$ cat src/rtl/spi_reader_pkg.sv
// Shared types and helpers for the SPI frame reader.
//   state_t        : reader FSM states
//   FRAME_BITS_DEF : default SPI_clk rising edges per frame
//   DATA_BITS_DEF  : default payload width (frame LSBs)
//   clog2()        : counter width needed to hold values 0..v-1 (minimum 1)
package spi_reader_pkg;

    localparam int unsigned FRAME_BITS_DEF = 16;
    localparam int unsigned DATA_BITS_DEF  = 12;

    typedef enum logic [1:0] {
        IDLE  = 2'd0,
        SETUP = 2'd1,
        SHIFT = 2'd2,
        HOLD  = 2'd3
    } state_t;

    function automatic int unsigned clog2(input int unsigned v);
        int unsigned r;
        r = 1;
        while ((32'd1 << r) < v) begin
            r = r + 1;
        end
        return r;
    endfunction

endpackage

$ cat src/rtl/spi_sclk_gen.sv
// SPI clock divider: SPI_clk toggles every CLK_DIV clk cycles while en is high,
// and idles low (divider cleared) while en is low.
//   clk          in   system clock
//   reset        in   synchronous, active-high
//   en           in   run the divider
//   spi_clk      out  registered SPI clock
//   rise_tick_c  out  combinational: next edge takes spi_clk 0->1
//   fall_tick_c  out  combinational: next edge takes spi_clk 1->0
module spi_sclk_gen
    import spi_reader_pkg::*;
#(
    parameter int unsigned CLK_DIV = 4
) (
    input  logic clk,
    input  logic reset,
    input  logic en,
    output logic spi_clk,
    output logic rise_tick_c,
    output logic fall_tick_c
);

    localparam int unsigned DIV_W = clog2(CLK_DIV);

    logic [DIV_W-1:0] div_cnt;
    logic             wrap_c;

    assign wrap_c      = en && (div_cnt == DIV_W'(CLK_DIV - 1));
    assign rise_tick_c = wrap_c && !spi_clk;
    assign fall_tick_c = wrap_c && spi_clk;

    // Half-period counter and clock toggle
    always_ff @(posedge clk) begin
        if (reset || !en) begin
            div_cnt <= '0;
            spi_clk <= 1'b0;
        end else if (wrap_c) begin
            div_cnt <= '0;
            spi_clk <= ~spi_clk;
        end else begin
            div_cnt <= div_cnt + DIV_W'(1);
        end
    end

endmodule

$ cat src/rtl/spi_frame_reader.sv
// Mode-0 SPI master reading one FRAME_BITS frame per request; the low
// DATA_BITS are the payload, any set bit above them flags frame_err.
// Optional feature macro: SPI_READER_AUTO_TRIG_EN (interrupt rising edge
// acts as start, with one pending request held while busy).
//   clk_50M     in   system clock
//   reset       in   synchronous, active-high
//   start       in   one-cycle read request, ignored while busy
//   interrupt   in   slave new-data flag (auto-trigger build only)
//   SPI_MISO    in   serial data from the slave
//   SPI_clk     out  SPI clock, idles low
//   SPI_cs      out  chip select, active low
//   busy        out  accepted start through the data_valid cycle
//   data_out    out  last received payload
//   data_valid  out  one-cycle strobe with data_out/frame_err
//   frame_err   out  upper frame bits non-zero
module spi_frame_reader
    import spi_reader_pkg::*;
#(
    parameter int unsigned CLK_DIV    = 4,
    parameter int unsigned FRAME_BITS = FRAME_BITS_DEF,
    parameter int unsigned DATA_BITS  = DATA_BITS_DEF,
    parameter int unsigned CS_SETUP   = 2,
    parameter int unsigned CS_HOLD    = 2
) (
    input  logic                 clk_50M,
    input  logic                 reset,
    input  logic                 start,
    input  logic                 interrupt,
    input  logic                 SPI_MISO,
    output logic                 SPI_clk,
    output logic                 SPI_cs,
    output logic                 busy,
    output logic [DATA_BITS-1:0] data_out,
    output logic                 data_valid,
    output logic                 frame_err
);

    localparam int unsigned CNT_W = clog2((CS_SETUP > CS_HOLD) ? CS_SETUP : CS_HOLD);
    localparam int unsigned BIT_W = clog2(FRAME_BITS + 1);

    state_t                  state, state_nxt;
    logic [CNT_W-1:0]        cnt, cnt_nxt;
    logic [BIT_W-1:0]        bit_cnt, bit_cnt_nxt;
    logic [FRAME_BITS-1:0]   shreg, shreg_nxt;
    logic                    cs_nxt, busy_nxt, data_valid_nxt, frame_err_nxt;
    logic [DATA_BITS-1:0]    data_out_nxt;
    logic                    trig_c, shift_en_c, rise_c, fall_c;

    assign shift_en_c = (state == SHIFT);

    spi_sclk_gen #(
        .CLK_DIV(CLK_DIV)
    ) u_sclk (
        .clk        (clk_50M),
        .reset      (reset),
        .en         (shift_en_c),
        .spi_clk    (SPI_clk),
        .rise_tick_c(rise_c),
        .fall_tick_c(fall_c)
    );

`ifdef SPI_READER_AUTO_TRIG_EN
    logic irq_s1, irq_s2, irq_s3, pending;
    logic irq_edge_c;

    assign irq_edge_c = irq_s2 && !irq_s3;
    // Start, an interrupt edge and a held request merge into one trigger
    assign trig_c     = start || irq_edge_c || pending;

    // Interrupt synchronizer, edge history and single pending request
    always_ff @(posedge clk_50M) begin
        if (reset) begin
            irq_s1  <= 1'b0;
            irq_s2  <= 1'b0;
            irq_s3  <= 1'b0;
            pending <= 1'b0;
        end else begin
            irq_s1 <= interrupt;
            irq_s2 <= irq_s1;
            irq_s3 <= irq_s2;
            if (state == IDLE) begin
                pending <= 1'b0;
            end else if (irq_edge_c) begin
                pending <= 1'b1;
            end
        end
    end
`else
    logic unused_interrupt;
    assign unused_interrupt = interrupt;
    assign trig_c           = start;
`endif

    // State and registered outputs
    always_ff @(posedge clk_50M) begin
        if (reset) begin
            state      <= IDLE;
            cnt        <= '0;
            bit_cnt    <= '0;
            shreg      <= '0;
            SPI_cs     <= 1'b1;
            busy       <= 1'b0;
            data_out   <= '0;
            data_valid <= 1'b0;
            frame_err  <= 1'b0;
        end else begin
            state      <= state_nxt;
            cnt        <= cnt_nxt;
            bit_cnt    <= bit_cnt_nxt;
            shreg      <= shreg_nxt;
            SPI_cs     <= cs_nxt;
            busy       <= busy_nxt;
            data_out   <= data_out_nxt;
            data_valid <= data_valid_nxt;
            frame_err  <= frame_err_nxt;
        end
    end

    // Next-state and next-output logic
    always_comb begin
        state_nxt      = state;
        cnt_nxt        = cnt;
        bit_cnt_nxt    = bit_cnt;
        shreg_nxt      = shreg;
        data_out_nxt   = data_out;
        frame_err_nxt  = frame_err;
        data_valid_nxt = 1'b0;

        case (state)
            IDLE: begin
                if (trig_c) begin
                    state_nxt = SETUP;
                    cnt_nxt   = '0;
                end
            end
            SETUP: begin
                if (cnt == CNT_W'(CS_SETUP - 1)) begin
                    state_nxt   = SHIFT;
                    cnt_nxt     = '0;
                    bit_cnt_nxt = '0;
                end else begin
                    cnt_nxt = cnt + CNT_W'(1);
                end
            end
            SHIFT: begin
                if (rise_c) begin
                    shreg_nxt   = {shreg[FRAME_BITS-2:0], SPI_MISO};
                    bit_cnt_nxt = bit_cnt + BIT_W'(1);
                end
                // Leave only once SPI_clk has returned low after the last rise
                if (fall_c && (bit_cnt == BIT_W'(FRAME_BITS))) begin
                    state_nxt = HOLD;
                    cnt_nxt   = '0;
                end
            end
            HOLD: begin
                if (cnt == CNT_W'(CS_HOLD - 1)) begin
                    state_nxt      = IDLE;
                    data_out_nxt   = shreg[DATA_BITS-1:0];
                    frame_err_nxt  = |shreg[FRAME_BITS-1:DATA_BITS];
                    data_valid_nxt = 1'b1;
                end else begin
                    cnt_nxt = cnt + CNT_W'(1);
                end
            end
            default: state_nxt = IDLE;
        endcase

        cs_nxt   = (state_nxt == IDLE);
        // busy spans the strobe cycle even though the FSM is already idle
        busy_nxt = (state_nxt != IDLE) || data_valid_nxt;
    end

endmodule

$ cat config.mk
export PLATFORM = sky130hd
export DESIGN_NAME = spi_frame_reader
export DESIGN_NICKNAME = d
export VERILOG_FILES = /design/src/rtl/spi_reader_pkg.sv /design/src/rtl/spi_sclk_gen.sv /design/src/rtl/spi_frame_reader.sv
export SDC_FILE = /design/constraint.sdc
export NUM_CORES = 1
export LEC_CHECK = 0
export CAP_MARGIN = 20
export CORE_MARGIN = 3
export CORE_UTILIZATION = 45
export CTS_CLUSTER_SIZE = 10
export DETAILED_ROUTE_END_ITERATION = 10
export DONT_BUFFER_PORTS = 1
export GPL_ROUTABILITY_DRIVEN = 0
export PLACE_DENSITY = 0.65
export SLEW_MARGIN = 20
export SYNTH_ARGS = -nofsm -noshare
export SYNTH_HDL_FRONTEND = slang
export SYNTH_SLANG_ARGS = --single-unit
$ cat constraint.sdc
create_clock -name clk_50M -period 1.5 [get_ports clk_50M]
set_input_delay 0.3 -clock clk_50M [delete_from_list [all_inputs] [get_ports clk_50M]]
set_output_delay 0.3 -clock clk_50M [all_outputs]
set_load 0.05 [all_outputs]
==> results of run 1 <==
-- power breakdown --
group	switching, mW	internal [mW]
sequential	0.0277	1.15
clock	0.413	0.333
combinational	0.0279	0.0256
-- cell families (layout without fill, tap and decap cells) --
group / after synthesis / in the layout
compound gates: 39 / 39
xor+xnor: 1 / 1
fa+ha+maj: 3 / 3
buf+inv: 16 / 21
flops: 43 / 43
mux: 3 / 3
simple gates: 63 / 63
-- what timing repair did --
item,CTS,global route
buffers inserted,0,1
endpoints found under the hold margin,0,0
resized for setup,0,0
endpoints found under the setup margin,0,4
-- sequential cells by signal, indices dropped and copies added (netlist names) --
signal	cells
shreg	16
frame_err	1
SPI_cs	1
u_sclk.spi_clk	1
data_valid	1
data_out	12
bit_cnt	5
u_sclk.div_cnt	2
state	2
cnt	1
busy	1
-- layout by cell type, fill, tap and decap left out --
| master | count |
|---|---|
| nor2b_1 | 1 |
| ha_1 | 3 |
| or4_1 | 1 |
| buf_4 | 9 |
| nand3b_1 | 4 |
| nor2_1 | 1 |
| nand4b_1 | 2 |
| a21boi_0 | 1 |
| o31a_1 | 1 |
| o21bai_1 | 1 |
| nor3b_4 | 1 |
| clkinvlp_4 | 2 |
| a21oi_2 | 11 |
| dfxtp_1 | 43 |
| a22o_1 | 13 |
| xnor2_1 | 1 |
| nand2_2 | 1 |
| nor4b_1 | 1 |
| a21oi_1 | 11 |
| inv_6 | 1 |
| nor3_1 | 3 |
| a31oi_2 | 1 |
| nand2b_1 | 2 |
| inv_1 | 4 |
| nand2_1 | 34 |
| nand4bb_1 | 1 |
| nor3b_1 | 1 |
| mux2i_1 | 3 |
| nor4_1 | 2 |
| and4bb_1 | 1 |
| clkbuf_8 | 5 |
| nand3_1 | 7 |
-- worst min path at each step --
stage,cells past startpoint,from,to
after floorplan,1,u_sclk.div_cnt[0]$_SDFF_PP0_,u_sclk.div_cnt[0]$_SDFF_PP0_
after global placement,1,reset,shreg[2]$_SDFFE_PP0P_
after detailed placement,1,reset,shreg[2]$_SDFFE_PP0P_
after CTS,1,reset,shreg[2]$_SDFFE_PP0P_
after global routing,1,reset,shreg[2]$_SDFFE_PP0P_
final,1,reset,state[1]$_SDFF_PP0_
-- area by class of cell --
class | instances | area (um^2)
Fill cell | 303 | 1640
Clock buffer | 5 | 68.8
Clock inverter | 3 | 23.8
Inverter | 4 | 15.0
Multi-Input combinational cell | 109 | 711
Sequential cell | 43 | 861
Tap cell | 46 | 57.6
Timing Repair Buffer | 9 | 67.6
-- through the flow --
stage          std cells  area (um^2)   util  hold slack (ps)
2_1_floorplan        168         1670      -              407
3_3_place_gp         210         1700  0.495              369
3_5_place_dp         210         1700  0.495              370
4_1_cts              218         1800  0.522             46.4
5_1_grt              219         1800  0.524             40.5
6_report             219         1800  0.524             67.0
-- metal layers --
| metal | GRT usage | vias to the layer above | part of all wire | wire (um) |
|---|---|---|---|---|
| met2 | 0.209 | 17 | 0.44 | 1290 |
| met4 | 0.0608 | 0 | 0.012 | 36 |
| met1 | 0.187 | 555 | 0.50 | 1460 |
| li1 | - | 590 | - | - |
| met3 | 0.0489 | 5 | 0.044 | 128 |
| met5 | 0 | - | 0 | 0 |
==> run summary, run 1 <==
Slew @ Worst Pin: 516 ps
cts bufs inserted: 5
maximum vdd ir drop: 0.000487 V
Crit path depth: 5
Clock Skew: 6.73 ps
crit path time final: 1430 ps
Hold Fails Final Rpt: 0
CP endpoint: bit_cnt[4]$_SDFFE_PP0P_
clock-pin slew on the worst setup and hold paths: 80 ps
layout cells sized above 1: 0.179
top-count cell post-synth: dfxtp_1
I/O pin total: 22
Pwr Total: 1.98 mW
R2R depth: 5
post-synthesis sequential area ratio: 0.515
slowest cell delay on critical path: 360 ps
worst reg2reg path startpoint: u_sclk.div_cnt[0]$_SDFF_PP0_
CP endpoint kind: flop
Synth area leaders: dfxtp_1 (52%), nand2_1 (7.6%), a22o_1 (6.8%), a21oi_2 (5.8%), a21oi_1 (3.3%)
die area: 4480 um^2
I/O Buffers: 0
CP Launch Type: flop
max_cap viols: 0
RSZ-0062 raised after global routing: true
Site Rows: 21
CTS root buf: clkbuf_8
post-synthesis simple-gate area fraction: 0.199
status: finished, final reports clean
clk buf depth: 2
unique cell type count in the Yosys netlist: 32
CP Cell Sequence: ha_1 -> nand4bb_1 -> buf_4 -> a21oi_2 -> mux2i_1
Worst-Skew Late Latency: 290 ps
DP HPWL: 1.94 mm
period utilisation layout: 0.951
CP required: 1730 ps
worst slack at placement: 81.6 ps
Slew HR: 0.656
post-synthesis async set-or-reset flop share: 0
CP Max Fanout: 6
htree depth: 2
vias per cell: 5.33
Crit path arrival time: 1660 ps
Post-synth EDFFs: 0
r2r setup slk: 70 ps
slowest cell on the critical path: dfxtp_1
Mapped Area: 1670 um^2
Core Area: 3440 um^2
Top FF cell, synth: dfxtp_1
crit path launch: u_sclk.div_cnt[0]$_SDFF_PP0_
post-synthesis mux area share: 0.0180
syn_nets: 176
CTS tree: done
n_diodes: 0
largest net degree at the start of global routing: 28
DR iter-0 viols: 75
Overall Global Routing Usage: 0.142
initial antenna violation count: 0
Post-Synth Adder-Cell Area: 0.0225
area grow syn2layout: 8.01%
CTS Hold Buffers Added: 0
first-pass GRT wire length: 4.80 mm
area fraction in compound gates after synthesis: 0.181
max-slew violations: 0
DR pass1 iterations: 4
R2R Path End: bit_cnt[4]$_SDFFE_PP0P_
Final #Nets: 180
Leak Pwr: 0.612 nW
post-synth top area share: 0.515
initial core utilization: 0.485
Die Y-Extent: 66.9 um
Synth area leader: dfxtp_1
Synth Register Bits: 43
die width: 66.9 um
Post-synth top cells: dfxtp_1 (43), nand2_1 (34), a22o_1 (13)
HP Class: in -> reg
WP buf/inv: 1
cell count after synthesis: 168
largest family of logic cells by synthesized area: simple AND/OR/NAND/NOR gates
Yosys Warn Count: 0
GRT Residual Overflow: 0
CP delay by family, top: flip-flops
Avg WL per Cell: 13.3 um
number of global-route vias before repair: 1050
Via Count: 1167
routed wire length: 2.92 mm
CP Class: reg -> reg
synthesized area per cell: 9.94 um^2
Sink Count: 43
post-route ant nets: 0
xor/xnor share of the synthesized area: 0.00524
setup violators final: 0
P per Cell Area: 1100 nW/um^2
fmax: 701 MHz
final worst-path setup slack: 73.9 ps
DRC viols: 0
Setup TNS: 0 ps
(Power assumes the default switching activity.)
==> inputs of run 2 (changes only) <==
Settings changed: CORE_UTILIZATION 45 to 50, PLACE_DENSITY 0.65 to 0.7.
==> run 2 against run 1 <==
Against the previous run: die area fell by 9.1%; final cell count did not move; first-iteration DRC count fell by 21%; combinational power rose by 24%; total power fell by 7.9%; critical path depth fell by 2; fmax rose by 4.2%; critical endpoint is now bit_cnt[2]$_SDFFE_PP0P_; highest routed layer unchanged.
==> run summary, run 2 (synthesis results as in run 1) <==
Sink Count: 43
worst reg2reg path startpoint: state[0]$_SDFF_PP0_
Core Area: 3130 um^2
DRC viols: 0
CP Class: reg -> reg
Crit path arrival time: 1660 ps
Core Util, Final: 0.574
Net Switching: 0.455 mW
Slew @ Worst Pin: 550 ps
FF/Latch Area: 861 um^2
number of global-route vias before repair: 1120
crit path time final: 1370 ps
htree depth: 2
CTS tree: done
maximum vdd ir drop: 0.000481 V
CP Launch Type: flop
CP endpoint kind: flop
area grow syn2layout: 7.42%
status: finished, final reports clean
initial antenna violation count: 0
CTS root buf: clkbuf_4
Top reg by flops: shreg
setup violators final: 0
Hold Fails Final Rpt: 0
DR pass1 iterations: 4
CP required: 1790 ps
Avg WL per Cell: 13.8 um
Internal: 1.37 mW
layout cells sized above 1: 0.200
Multi-input gate area: 722 um^2
post-route ant nets: 0
Hold Path End: busy$_SDFF_PP0_
cts bufs inserted: 5
first-pass GRT wire length: 5.11 mm
DP HPWL: 1.97 mm
I/O pin total: 22
max-slew violations: 0
switching part of the total: 0.250
commonest cells after routing, fill and taps aside: dfxtp_1 (43), nand2_1 (34), a22o_1 (13), a21oi_1 (11), a21oi_2 (11)
die area: 4070 um^2
initial core utilization: 0.534
DR iter-0 viols: 59
R2R depth: 3
R2R Path End: bit_cnt[2]$_SDFFE_PP0P_
fmax: 731 MHz
commonest non-fill, non-tap cell in the layout: dfxtp_1
r2r setup slk: 130 ps
period utilisation layout: 0.913
WHS: 82.9 ps
vias per cell: 5.54
hold depth: 2
fillers: 312
Clock Skew: 11.1 ps
Site Rows: 20
n_diodes: 0
I/O Buffers: 0
max reg flops: 16
P per Cell Area: 1020 nW/um^2
largest net degree at the start of global routing: 25
Clock Power Share: 0.315
die width: 63.8 um
Slew HR: 0.633
Overall Global Routing Usage: 0.160
GRT Residual Overflow: 0
Final #Nets: 182
Die Y-Extent: 63.8 um
Comb power frac: 0.036
CP Max Fanout: 10
top flop regs: shreg: 16 flops, data_out: 12 flops, bit_cnt: 5 flops
RSZ-0062 raised after global routing: false
Via Count: 1213
Leak Pwr: 0.608 nW
HP Class: in -> reg
max_cap viols: 0
routed wire length: 3.03 mm
clk buf depth: 2
clock-pin slew on the worst setup and hold paths: 130 ps
share of power burned in registers: 0.648
worst hold start: start
Setup TNS: 0 ps
Worst-Skew Late Latency: 350 ps
[run 2: per-layer routing]
layer / share of wire / track usage / vias up / wire length [um]
li1: - / - / 600 / -
met1: 0.47 / 0.183 / 594 / 1430
met2: 0.48 / 0.258 / 17 / 1440
met3: 0.047 / 0.0756 / 2 / 142
met4: 0.0059 / 0.0566 / 0 / 18
met5: 0 / 0 / - / 0
[run 2: worst max path at each step]
stage,start,endpoint,cells past startpoint
2_1_floorplan,u_sclk.spi_clk$_SDFFE_PP0N_,shreg[0]$_SDFFE_PP0P_,4
3_3_place_gp,u_sclk.div_cnt[0]$_SDFF_PP0_,bit_cnt[2]$_SDFFE_PP0P_,4
3_5_place_dp,u_sclk.div_cnt[0]$_SDFF_PP0_,bit_cnt[2]$_SDFFE_PP0P_,4
4_1_cts,reset,u_sclk.spi_clk$_SDFFE_PP0N_,2
5_1_grt,state[0]$_SDFF_PP0_,bit_cnt[2]$_SDFFE_PP0P_,3
6_report,state[0]$_SDFF_PP0_,bit_cnt[2]$_SDFFE_PP0P_,3
[run 2: timing repair]
item	4_1_cts	5_1_grt
endpoints found under the hold margin	24	0
buffers inserted	0	0
hold buffers	1	0
resized for setup	0	2
setup endpoints to repair	0	3
[run 2: final cells by class]
type                    count  share of cell area
flip-flops and latches     43               0.480
multi-input cells         109               0.402
repair buffers             11              0.0446
well taps                  44              0.0307
clock buffers               5              0.0209
clock inverters             3              0.0132
inverters                   4             0.00837
[run 2: power by group through the flow]
stage	Sequential, mW	Clock (mW)	Combinational [mW]
finish	1.18	0.575	0.0662
global route	1.18	0.649	0.0728
detailed placement	1.21	0	0.0529
floorplan	1.20	0	0.0630
CTS	1.18	0.600	0.0670
global placement	1.21	0	0.0491
[run 2: through the flow]
stage          worst slack, ps  total power, mW  cell area, um^2  instances
2_1_floorplan             54.6             1.26             1670        168
3_3_place_gp               211             1.26             1720        210
3_5_place_dp               122             1.26             1720        210
4_1_cts                   3.20             1.85             1790        219
5_1_grt                   1.50             1.91             1790        219
6_report                   131             1.82             1790        219
[run 2: worst max-delay path, stage by stage (launching register included)]
cell and delay, ps:
dfxtp_1 500, nand3b_1 310, a21boi_0 290, mux2i_1 200
==> inputs of run 3 (changes only) <==
Settings changed: CORE_ASPECT_RATIO set to 0.5, SLEW_MARGIN 20 to 0.
==> run 3 against run 2 <==
Against the previous run: routed wire length decreased by 9.8%; sequential power about the same; sequential share of layout area decreased by 1.2 points; via count decreased by 7.2%; critical path depth increased by 1; worst hold slack got worse by 17 ps; count of clock-buffer cells in the layout unchanged; total power increased by 16%; non-clock buffer count decreased by 1; global-route usage decreased by 1.0 points; critical path type unchanged.
==> run summary, run 3 (synthesis results as in run 1) <==
CTS tree: done
Comb power frac: 0.026
CP Launch Type: flop
DR pass1 iterations: 4
Internal: 1.67 mW
worst slack at placement: 97.1 ps
post-route ant nets: 0
Clock Skew: 4.54 ps
P per Cell Area: 1150 nW/um^2
top flop regs: shreg: 16 flops, data_out: 12 flops, bit_cnt: 5 flops
maximum vdd ir drop: 0.000474 V
DR iter-0 viols: 48
initial antenna violation count: 0
Core Area: 3100 um^2
Leak Pwr: 0.637 nW
share of power burned in registers: 0.556
commonest cells after routing, fill and taps aside: dfxtp_1 (43), nand2_1 (34), a22o_1 (13), a21oi_1 (11), a21oi_2 (11)
clk buf depth: 2
cts bufs inserted: 5
R2R depth: 4
crit path launch: u_sclk.div_cnt[0]$_SDFF_PP0_
Avg WL per Cell: 12.7 um
period utilisation layout: 0.902
switching part of the total: 0.210
crit path time final: 1350 ps
CTS Hold Buffers Added: 0
CP required: 1720 ps
Placed Cells: 206
number of global-route vias before repair: 1021
RSZ-0062 raised after global routing: false
post-cts sizing count: 0
htree depth: 2
first-pass GRT wire length: 4.64 mm
Net Switching: 0.444 mW
Worst-Skew Late Latency: 290 ps
CP Max Fanout: 6
CP delay by family, top: flip-flops
n_diodes: 0
WP buf/inv: 0
die area: 4110 um^2
slowest cell delay on critical path: 340 ps
Site Rows: 14
I/O Buffers: 0
max reg flops: 16
DP HPWL: 1.87 mm
area grow syn2layout: 10.3%
I/O pin total: 22
CP Class: reg -> reg
routed wire length: 2.73 mm
fmax: 739 MHz
Die Y-Extent: 46.9 um
R2R Path End: bit_cnt[2]$_SDFFE_PP0P_
vias per cell: 5.26
Slew HR: 0.655
GRT Residual Overflow: 0
Slew @ Worst Pin: 517 ps
Overall Global Routing Usage: 0.149
Clock Power Share: 0.418
worst reg2reg path startpoint: u_sclk.div_cnt[0]$_SDFF_PP0_
CP endpoint kind: flop
initial core utilization: 0.539
Post-CTS Setup Inserts: 0
Crit path depth: 4
max_cap viols: 0
status: finished, final reports clean
clock-pin slew on the worst setup and hold paths: 80 ps
layout cells sized above 1: 0.190
CP Cell Sequence: ha_1 -> nand4bb_2 -> a21boi_0 -> mux2i_1
CP endpoint: bit_cnt[2]$_SDFFE_PP0P_
r2r setup slk: 150 ps
Hold Fails Final Rpt: 0
Crit path arrival time: 1580 ps
Final #Nets: 181
setup violators final: 0
die width: 87.7 um
largest net degree at the start of global routing: 28
fillers: 263
HP Class: in -> reg
slowest cell on the critical path: dfxtp_1
max-slew violations: 0
Setup TNS: 0 ps
Top reg by flops: shreg
final worst-path setup slack: 147 ps
Sink Count: 43
DRC viols: 0
Via Count: 1126
CTS root buf: clkbuf_8
Finished Layout Cells: 214
commonest non-fill, non-tap cell in the layout: dfxtp_1
run 3: changes by cell type in the layout (fill, tap and decap cells not counted):
| cell | before | now |
|---|---|---|
| buf_12 | 0 | 1 |
| buf_2 | 1 | 0 |
| buf_4 | 10 | 9 |
| bufinv_16 | 0 | 1 |
| clkbuf_4 | 5 | 0 |
| clkbuf_8 | 0 | 5 |
| clkinv_2 | 0 | 1 |
| clkinv_4 | 0 | 1 |
| clkinvlp_4 | 2 | 0 |
| inv_6 | 1 | 0 |
| nor4_1 | 1 | 2 |
| nor4_2 | 1 | 0 |
run 3: area by class of cell:
| type | instances | area [um^2] | share of cell area |
|---|---|---|---|
| Sequential cell | 43 | 861 | 0.467 |
| Tap cell | 40 | 50.0 | 0.0272 |
| Clock inverter | 3 | 43.8 | 0.0238 |
| Multi-Input combinational cell | 109 | 716 | 0.389 |
| Clock buffer | 5 | 68.8 | 0.0374 |
| Timing Repair Buffer | 10 | 87.6 | 0.0476 |
| Inverter | 4 | 15.0 | 0.00815 |
run 3: worst min path at each step:
stage	from	endpoint	slack [ps]	cells after the start
floorplan	u_sclk.div_cnt[0]$_SDFF_PP0_	u_sclk.div_cnt[0]$_SDFF_PP0_	410	1
global placement	reset	shreg[0]$_SDFFE_PP0P_	370	1
detailed placement	reset	shreg[15]$_SDFFE_PP0P_	370	1
CTS	reset	shreg[3]$_SDFFE_PP0P_	60	1
global route	reset	shreg[8]$_SDFFE_PP0P_	40	1
finish	reset	shreg[3]$_SDFFE_PP0P_	70	1
run 3: power by group through the flow:
stage / sequential (mW) / combinational [mW] / clock, mW
final: 1.18 / 0.0560 / 0.885
after CTS: 1.18 / 0.0559 / 0.905
after global routing: 1.18 / 0.0619 / 0.956
after floorplan: 1.20 / 0.0630 / 0
after global placement: 1.20 / 0.0543 / 0
after detailed placement: 1.20 / 0.0555 / 0
run 3: per-stage QoR:
stage                      util  hold slack [ps]  area [um^2]  power, mW
after global placement    0.556              371         1720       1.26
after global routing      0.594             43.6         1840       2.20
after detailed placement  0.556              370         1720       1.26
after CTS                 0.592             56.3         1840       2.14
final                     0.594             65.6         1840       2.12
after floorplan               -              407         1670       1.26
run 3: routing by layer:
metal	routed length, um	part of all wire	track usage
met1	1450	0.53	0.184
met2	1130	0.41	0.237
met3	109	0.040	0.0665
met4	36	0.013	0.0550
met5	0	0	0
